`config.mk`:
```
export PLATFORM = sky130hd
export DESIGN_NAME = rocc_multislot_acc
export DESIGN_NICKNAME = d
export VERILOG_FILES = /design/src/rtl/rocc_acc_pkg.sv /design/src/rtl/rocc_acc_slot.sv /design/src/rtl/rocc_multislot_acc.sv
export SDC_FILE = /design/constraint.sdc
export NUM_CORES = 1
export LEC_CHECK = 0
export BUFFER_PORTS_ARGS = -buffer_cell sky130_fd_sc_hd__buf_4
export CAP_MARGIN = 10
export CORE_UTILIZATION = 61
export DETAILED_ROUTE_END_ITERATION = 16
export GPL_TIMING_DRIVEN = 0
export PLACE_DENSITY = 0.86
export SYNTH_ARGS = -nofsm -noshare
export SYNTH_HDL_FRONTEND = slang
export SYNTH_SLANG_ARGS = --single-unit
```
`constraint.sdc`:
```
create_clock -name clock -period 6.2 [get_ports clock]
set_input_delay 0.93 -clock clock [delete_from_list [all_inputs] [get_ports clock]]
set_output_delay 0.93 -clock clock [all_outputs]
set_load 0.01 [all_outputs]
```
`src/rtl/rocc_acc_pkg.sv`:
```
// Shared types for the multi-slot RoCC latency accelerator.
// The slot counter width is fixed here because slot_t carries the counter.
package rocc_acc_pkg;

  localparam int SLOT_CNT_WIDTH = 16;

  typedef enum logic [6:0] {
    FN_CFG_WR = 7'd0,
    FN_CFG_RD = 7'd1,
    FN_EXEC   = 7'd2
  } funct_e;

  typedef struct packed {
    logic                      busy;
    logic                      done;
    logic                      xd;
    logic [4:0]                rd;
    logic [63:0]               data;
    logic [SLOT_CNT_WIDTH-1:0] cnt;
  } slot_t;

  // A programmed latency of zero still costs one countdown cycle.
  function automatic logic [SLOT_CNT_WIDTH-1:0] clamp_latency(
    input logic [SLOT_CNT_WIDTH-1:0] lat
  );
    return (lat == '0) ? SLOT_CNT_WIDTH'(1) : lat;
  endfunction

endpackage

```
`src/rtl/rocc_acc_slot.sv`:
```
// One in-flight command: loads a result and countdown, raises done when the
// countdown expires, and is released by the response stage (or on its own if xd=0).
module rocc_acc_slot
  import rocc_acc_pkg::*;
(
  input  logic                      clock,
  input  logic                      reset,
  input  logic                      clear,
  input  logic                      load,
  input  logic                      load_xd,
  input  logic [4:0]                load_rd,
  input  logic [63:0]               load_data,
  input  logic [SLOT_CNT_WIDTH-1:0] load_cnt,
  input  logic                      take,
  output logic                      busy,
  output logic                      done,
  output logic [4:0]                rd,
  output logic [63:0]               data
);

  slot_t slot_q;
  slot_t slot_d;

  always_comb begin
    slot_d = slot_q;
    if (slot_q.busy && !slot_q.done) begin
      if (slot_q.cnt <= SLOT_CNT_WIDTH'(1)) begin
        slot_d.cnt = '0;
        // Fire-and-forget commands release the slot instead of waiting for the stage.
        if (slot_q.xd) begin
          slot_d.done = 1'b1;
        end else begin
          slot_d.busy = 1'b0;
        end
      end else begin
        slot_d.cnt = slot_q.cnt - SLOT_CNT_WIDTH'(1);
      end
    end
    if (take) begin
      slot_d.busy = 1'b0;
      slot_d.done = 1'b0;
    end
    if (load) begin
      slot_d.busy = 1'b1;
      slot_d.done = 1'b0;
      slot_d.xd   = load_xd;
      slot_d.rd   = load_rd;
      slot_d.data = load_data;
      slot_d.cnt  = load_cnt;
    end
    if (clear) begin
      slot_d = '0;
    end
  end

  always_ff @(posedge clock) begin
    if (reset) begin
      slot_q <= '0;
    end else begin
      slot_q <= slot_d;
    end
  end

  assign busy = slot_q.busy;
  assign done = slot_q.busy & slot_q.done;
  assign rd   = slot_q.rd;
  assign data = slot_q.data;

endmodule

```
`src/rtl/rocc_multislot_acc.sv`:
```
// RoCC accelerator model with NUM_SLOTS concurrent commands, a config register
// file that sets EXEC latency, and a registered response stage.
module rocc_multislot_acc
  import rocc_acc_pkg::*;
#(
  parameter int NUM_SLOTS       = 4,
  parameter int NUM_CFG_REGS    = 4,
  parameter int CFG_REG_WIDTH   = 32,
  parameter int CNT_WIDTH       = 16,
  parameter int DEFAULT_LATENCY = 16
) (
  input  logic        clock,
  input  logic        reset,
  input  logic        io_cmd_valid,
  output logic        io_cmd_ready,
  input  logic [6:0]  io_cmd_bits_inst_funct,
  input  logic [4:0]  io_cmd_bits_inst_rd,
  input  logic        io_cmd_bits_inst_xd,
  input  logic [63:0] io_cmd_bits_rs1,
  input  logic [63:0] io_cmd_bits_rs2,
  input  logic        io_resp_ready,
  output logic        io_resp_valid,
  output logic [4:0]  io_resp_bits_rd,
  output logic [63:0] io_resp_bits_data,
  output logic        io_busy,
  output logic        io_interrupt,
  input  logic        io_exception,
  output logic        io_mem_req_valid,
  output logic [39:0] io_mem_req_bits_addr,
  output logic [7:0]  io_mem_req_bits_tag,
  output logic [4:0]  io_mem_req_bits_cmd,
  output logic [1:0]  io_mem_req_bits_size,
  output logic        io_mem_req_bits_signed,
  output logic [63:0] io_mem_req_bits_data,
  output logic        io_mem_s1_kill,
  output logic        io_mem_s2_kill,
  output logic        io_mem_keep_clock_enabled,
  input  logic        io_mem_req_ready,
  input  logic        io_mem_resp_valid,
  input  logic [63:0] io_mem_resp_bits_data,
  output logic        io_fpu_req_valid,
  output logic        io_fpu_resp_ready,
  input  logic        io_fpu_req_ready,
  input  logic        io_fpu_resp_valid,
  input  logic [63:0] io_fpu_resp_bits_data
);

  localparam int SLOT_IDX_W = (NUM_SLOTS > 1) ? $clog2(NUM_SLOTS) : 1;

  logic [NUM_SLOTS-1:0]      slot_busy;
  logic [NUM_SLOTS-1:0]      slot_done;
  logic [NUM_SLOTS-1:0]      slot_load;
  logic [NUM_SLOTS-1:0]      slot_take;
  logic [4:0]                slot_rd   [NUM_SLOTS];
  logic [63:0]               slot_data [NUM_SLOTS];

  logic [CFG_REG_WIDTH-1:0]  cfg_q [NUM_CFG_REGS];
  logic [CFG_REG_WIDTH-1:0]  cfg_d [NUM_CFG_REGS];

  logic                      resp_valid_q, resp_valid_d;
  logic [4:0]                resp_rd_q, resp_rd_d;
  logic [63:0]               resp_data_q, resp_data_d;
  logic                      interrupt_q, interrupt_d;

  logic [SLOT_IDX_W-1:0]     alloc_idx;
  logic [SLOT_IDX_W-1:0]     resp_sel;
  logic                      done_found;
  logic                      is_wr, is_rd, is_exec, is_legal;
  logic                      cmd_fire, stage_free, resp_load;
  logic [63:0]               cfg_rd_val;
  logic [63:0]               load_data;
  logic [SLOT_CNT_WIDTH-1:0] load_cnt;

  assign io_cmd_ready = ~&slot_busy;
  assign cmd_fire     = io_cmd_valid & io_cmd_ready & ~io_exception;

  // Lowest-index free slot for allocation, lowest-index done slot for response.
  always_comb begin
    alloc_idx  = '0;
    resp_sel   = '0;
    done_found = 1'b0;
    for (int i = NUM_SLOTS - 1; i >= 0; i--) begin
      if (!slot_busy[i]) alloc_idx = SLOT_IDX_W'(i);
      if (slot_done[i]) begin
        resp_sel   = SLOT_IDX_W'(i);
        done_found = 1'b1;
      end
    end
  end

  always_comb begin
    is_wr   = 1'b0;
    is_rd   = 1'b0;
    is_exec = 1'b0;
    case (io_cmd_bits_inst_funct)
      FN_CFG_WR: is_wr   = 1'b1;
      FN_CFG_RD: is_rd   = 1'b1;
      FN_EXEC:   is_exec = 1'b1;
      default:   ;
    endcase
  end
  assign is_legal = is_wr | is_rd | is_exec;

  always_comb begin
    cfg_rd_val = '0;
    for (int i = 0; i < NUM_CFG_REGS; i++) begin
      cfg_d[i] = cfg_q[i];
      if (io_cmd_bits_rs1 == 64'(i)) begin
        cfg_rd_val = 64'(cfg_q[i]);
        if (cmd_fire && is_wr) cfg_d[i] = io_cmd_bits_rs2[CFG_REG_WIDTH-1:0];
      end
    end
  end

  always_comb begin
    load_data = '0;
    load_cnt  = SLOT_CNT_WIDTH'(1);
    if (is_exec) begin
      load_data = io_cmd_bits_rs1 + io_cmd_bits_rs2;
      load_cnt  = clamp_latency(SLOT_CNT_WIDTH'(cfg_q[0][CNT_WIDTH-1:0]));
    end else if (is_rd) begin
      load_data = cfg_rd_val;
    end
  end

  assign stage_free = ~resp_valid_q | io_resp_ready;
  assign resp_load  = stage_free & done_found & ~io_exception;

  generate
    for (genvar gi = 0; gi < NUM_SLOTS; gi++) begin : g_slot
      assign slot_load[gi] = cmd_fire & is_legal & (alloc_idx == SLOT_IDX_W'(gi));
      assign slot_take[gi] = resp_load & (resp_sel == SLOT_IDX_W'(gi));

      rocc_acc_slot u_slot (
        .clock     (clock),
        .reset     (reset),
        .clear     (io_exception),
        .load      (slot_load[gi]),
        .load_xd   (io_cmd_bits_inst_xd),
        .load_rd   (io_cmd_bits_inst_rd),
        .load_data (load_data),
        .load_cnt  (load_cnt),
        .take      (slot_take[gi]),
        .busy      (slot_busy[gi]),
        .done      (slot_done[gi]),
        .rd        (slot_rd[gi]),
        .data      (slot_data[gi])
      );
    end
  endgenerate

  always_comb begin
    resp_valid_d = resp_valid_q;
    resp_rd_d    = resp_rd_q;
    resp_data_d  = resp_data_q;
    interrupt_d  = cmd_fire & ~is_legal;
    if (io_exception) begin
      resp_valid_d = 1'b0;
      resp_rd_d    = '0;
      resp_data_d  = '0;
    end else if (stage_free) begin
      resp_valid_d = done_found;
      if (done_found) begin
        resp_rd_d   = slot_rd[resp_sel];
        resp_data_d = slot_data[resp_sel];
      end
    end
  end

  always_ff @(posedge clock) begin
    if (reset) begin
      resp_valid_q <= 1'b0;
      resp_rd_q    <= '0;
      resp_data_q  <= '0;
      interrupt_q  <= 1'b0;
      for (int i = 0; i < NUM_CFG_REGS; i++) begin
        cfg_q[i] <= (i == 0) ? CFG_REG_WIDTH'(DEFAULT_LATENCY) : '0;
      end
    end else begin
      resp_valid_q <= resp_valid_d;
      resp_rd_q    <= resp_rd_d;
      resp_data_q  <= resp_data_d;
      interrupt_q  <= interrupt_d;
      cfg_q        <= cfg_d;
    end
  end

  assign io_resp_valid     = resp_valid_q;
  assign io_resp_bits_rd   = resp_rd_q;
  assign io_resp_bits_data = resp_data_q;
  assign io_interrupt      = interrupt_q;
  assign io_busy           = (|slot_busy) | resp_valid_q;

  assign io_mem_req_valid          = 1'b0;
  assign io_mem_req_bits_addr      = '0;
  assign io_mem_req_bits_tag       = '0;
  assign io_mem_req_bits_cmd       = '0;
  assign io_mem_req_bits_size      = '0;
  assign io_mem_req_bits_signed    = 1'b0;
  assign io_mem_req_bits_data      = '0;
  assign io_mem_s1_kill            = 1'b0;
  assign io_mem_s2_kill            = 1'b0;
  assign io_mem_keep_clock_enabled = 1'b1;
  assign io_fpu_req_valid          = 1'b0;
  assign io_fpu_resp_ready         = 1'b0;

  logic unused_ok;
  assign unused_ok = ^{io_mem_req_ready, io_mem_resp_valid, io_mem_resp_bits_data,
                       io_fpu_req_ready, io_fpu_resp_valid, io_fpu_resp_bits_data};

endmodule

```
==> results.yml <==
finish:
  layout.cells.most_common: "dfxtp_1"
  fin_util: 0.7212
  mostFrequentLayoutCells: "551 x dfxtp_1, 521 x nor2_1, 344 x buf_4, 313 x a21oi_1, 221 x nand2_1"
  finalNetCount: 4148
  layout-drive-gt1-share: 0.1349
  final_area_mm2: 0.03273
  syn2layout_area_growth_pct: 16.73
die:
  die_w_um: 216.4
  io_pins: 477
  placementRows: 78
  core_mm2: 0.04538
  die_h_um: 216.4
  die_area_mm2: 0.04683
  initial_core_util: 0.6179
sta:
  fin_crit_ns: 4.525
  setup_tns_ns: 0
  worstMarginPinSlew_ns: 1.366
  slew_headroom: 0.08753
  fin_ws_ns: 1.675
  skew_ns: 0.04481
  rsz0062_at_grt: "false"
  max_freq_mhz: 221.0
  hold_ws_ns: 0.4521
  final_hold_viol_count: 0
  finalSetupViolCount: 0
  slew_viol_final: 0
  finalCritPeriodShare: 0.7298
grt:
  grt_pass1_wl_um: 172900
  antenna_found_initial: 4
  grt_pass1_vias: 27530
  grt-busiest-layer: "met2"
  grt_max_degree: 17
  overflow: 0
  use_met2: 0.7348
  gr-usage-met3: 0.1701
  use_met1: 0.5855
  grtUsageTotal: 0.4921
synthesis:
  yosysTopAreaCellShare: 0.3934
  syn-instance-count: 3398
  yosys.area.top_type: "dfxtp_1"
  synth.top_cells.by_area: "dfxtp_1 39%, nor2_1 7.0%, a21oi_1 5.6%, mux2i_1 4.6%, o21ai_0 3.6%"
  ys_ff_latch: 551
  syn_area_mm2: 0.02804
  synth_cell_types: 96
  yosysWarnings: 0
  avgSynthCellArea_um2: 8.252
  ys.flop_type: "dfxtp_1"
  async_flop_share: 0
  synth_edf_count: 0
  ys_seq_area_frac: 0.3934
drt:
  drt-vias-per-instance: 6.758
  drc: 0
  drt_iter0_drc: 4931
  firstDrtPassIters: 12
  wire_per_inst_um: 26.77
  vias: 30010
  antenna_left: 0
  drt_wl_total_um: 118900
power:
  ir_drop_mv: 0.2439
  p_sw_frac: 0.2771
  p_leak_nw: 13.40
  p_sw_mw: 2.203
  sequentialPowerShare: 0.445
  p_clk_frac: 0.431
  power_density_mw_per_mm2: 242.9
  p_comb_frac: 0.123
  internal_power_mw: 5.747
clock_network:
  cts_setup_buffers: 0
  clock_latency_ns: 0.66
  cts.sinks: 551
  cts-htree-levels: 2
  cts_buffer_depth: 3
  cts_buffers: 56
  cts_tree: "done"
  cts_resized: 0
  cts_root_buffer: "clkbuf_16"
  cts.clk_slew.worst_paths_ns: 0.06
  holdBufCountCts: 0
setup_path:
  endpoint_kind: "flip-flop"
  worstSetupStartpointType: "input port"
  crit_chain: "buf_4 > nor4_1 > nand4_1 > nor4_2 > nand3_1 > o21ai_0 > o311ai_0 > nor3_1 > a211oi_1"
  crit_fanout: 5
  path_delay_family: "simple AND/OR/NAND/NOR gates"
  crit_type: "input port to flip-flop"
  slowest_delay_ns: 0.99
  rrSetupSlack_ns: 2.44
  path_buf_inv: 1
  worstPathArrival_ns: 5.01
  required_ns: 6.68
  slowest_stage: "nor3_1"
place:
  place.gp.congestion: 1.088
  hpwlAfterDp_um: 88680
  pre_cts_ws_ns: 1.356
  io_buffers: 218
  post_dp_cell_area_mm2: 0.03089
status:
  status: "completed"
flow_run:
  maxCapViolCount: 0
min_path:
  hold_path_class: "flip-flop to flip-flop"
[worst min-delay path, cell delays in order (launching register included)]
cell and delay, ns:
dfxtp_1 0.30, nand2_1 0.05, a21oi_1 0.05
[path summary, 6_finish.rpt]
kind                                             from                                       end  cells past startpoint
max                               io_cmd_bits_rs1[61]    g_slot[1].u_slot.data[30]$_SDFFE_PP0P_                      9
min          g_slot[3].u_slot.slot_q[14]$_SDFFE_PP0P_  g_slot[3].u_slot.slot_q[14]$_SDFFE_PP0P_                      2
max reg2reg        g_slot[0].u_slot.busy$_SDFFE_PP0P_    g_slot[2].u_slot.data[26]$_SDFFE_PP0P_                      7
min reg2reg  g_slot[3].u_slot.slot_q[14]$_SDFFE_PP0P_  g_slot[3].u_slot.slot_q[14]$_SDFFE_PP0P_                      2
[flip-flops by register name, summed over array words and instances, names as in the netlist]
name and cells:
g_slot.u_slot.slot_q 72, g_slot.u_slot.rd 20, g_slot.u_slot.busy 4, io_resp_bits_data 64
g_slot.u_slot.data 256, io_interrupt 1, io_resp_bits_rd 5, cfg_q 128
io_resp_valid 1
[Yosys cell counts (35+ instances only)]
library cell  number
dfxtp_1          551
nor2_1           521
a21oi_1          313
nand2_1          221
o21ai_0          202
clkbuf_1         198
nor3_1           134
mux2i_1          130
buf_4            126
nand3_1          109
a211oi_1          78
a222oi_1          73
ha_1              71
a21o_1            41
nor4_1            36
nand4_1           35
o22ai_1           35
xnor2_1           35
[cell type report]
cell class / count / area, um^2
multi-input combinational: 2574 / 15490
fill: 3672 / 12650
sequential: 551 / 11030
buffer: 371 / 1887
timing repair buffer: 218 / 1637
clock buffer: 81 / 1635
tap: 600 / 750.7
clock inverter: 18 / 192.7
inverter: 26 / 97.59
antenna: 2 / 5.005
[power groups by stage]
stage               logic [mW]  clock network [mW]  registers [mW]
global route              1.02                3.54            3.54
CTS                      0.924                3.38            3.54
finish                   0.979                3.43            3.54
detailed placement       0.919                   0            3.62
floorplan                0.562                   0            3.62
global placement         0.919                   0            3.62
[stage by stage]
stage | power (mW) | std cells
global placement | 4.538 | 4340
floorplan | 4.182 | 3522
finish | 7.949 | 4441
global route | 8.090 | 4439
CTS | 7.842 | 4439
detailed placement | 4.538 | 4340
[logic make-up (layout without fill, tap and decap cells)]
| logic type | Yosys count | in the layout | synth area share |
|---|---|---|---|
| xor+xnor | 65 | 65 | 0.02030 |
| fa+ha+maj | 72 | 72 | 0.03240 |
| flops | 551 | 551 | 0.3934 |
| other cells | 2 | 128 | 0.0002678 |
| simple gates | 1164 | 1164 | 0.1857 |
| mux | 162 | 162 | 0.06368 |
| buf+inv | 397 | 714 | 0.07077 |
| compound gates | 985 | 985 | 0.2335 |
[layer usage]
layer	vias to the layer above	part of all wire
met5	-	0.00069
met4	6	0.089
met1	13960	0.35
met2	2422	0.42
li1	13010	-
met3	614	0.14
Power figures use the tool's default switching activity.
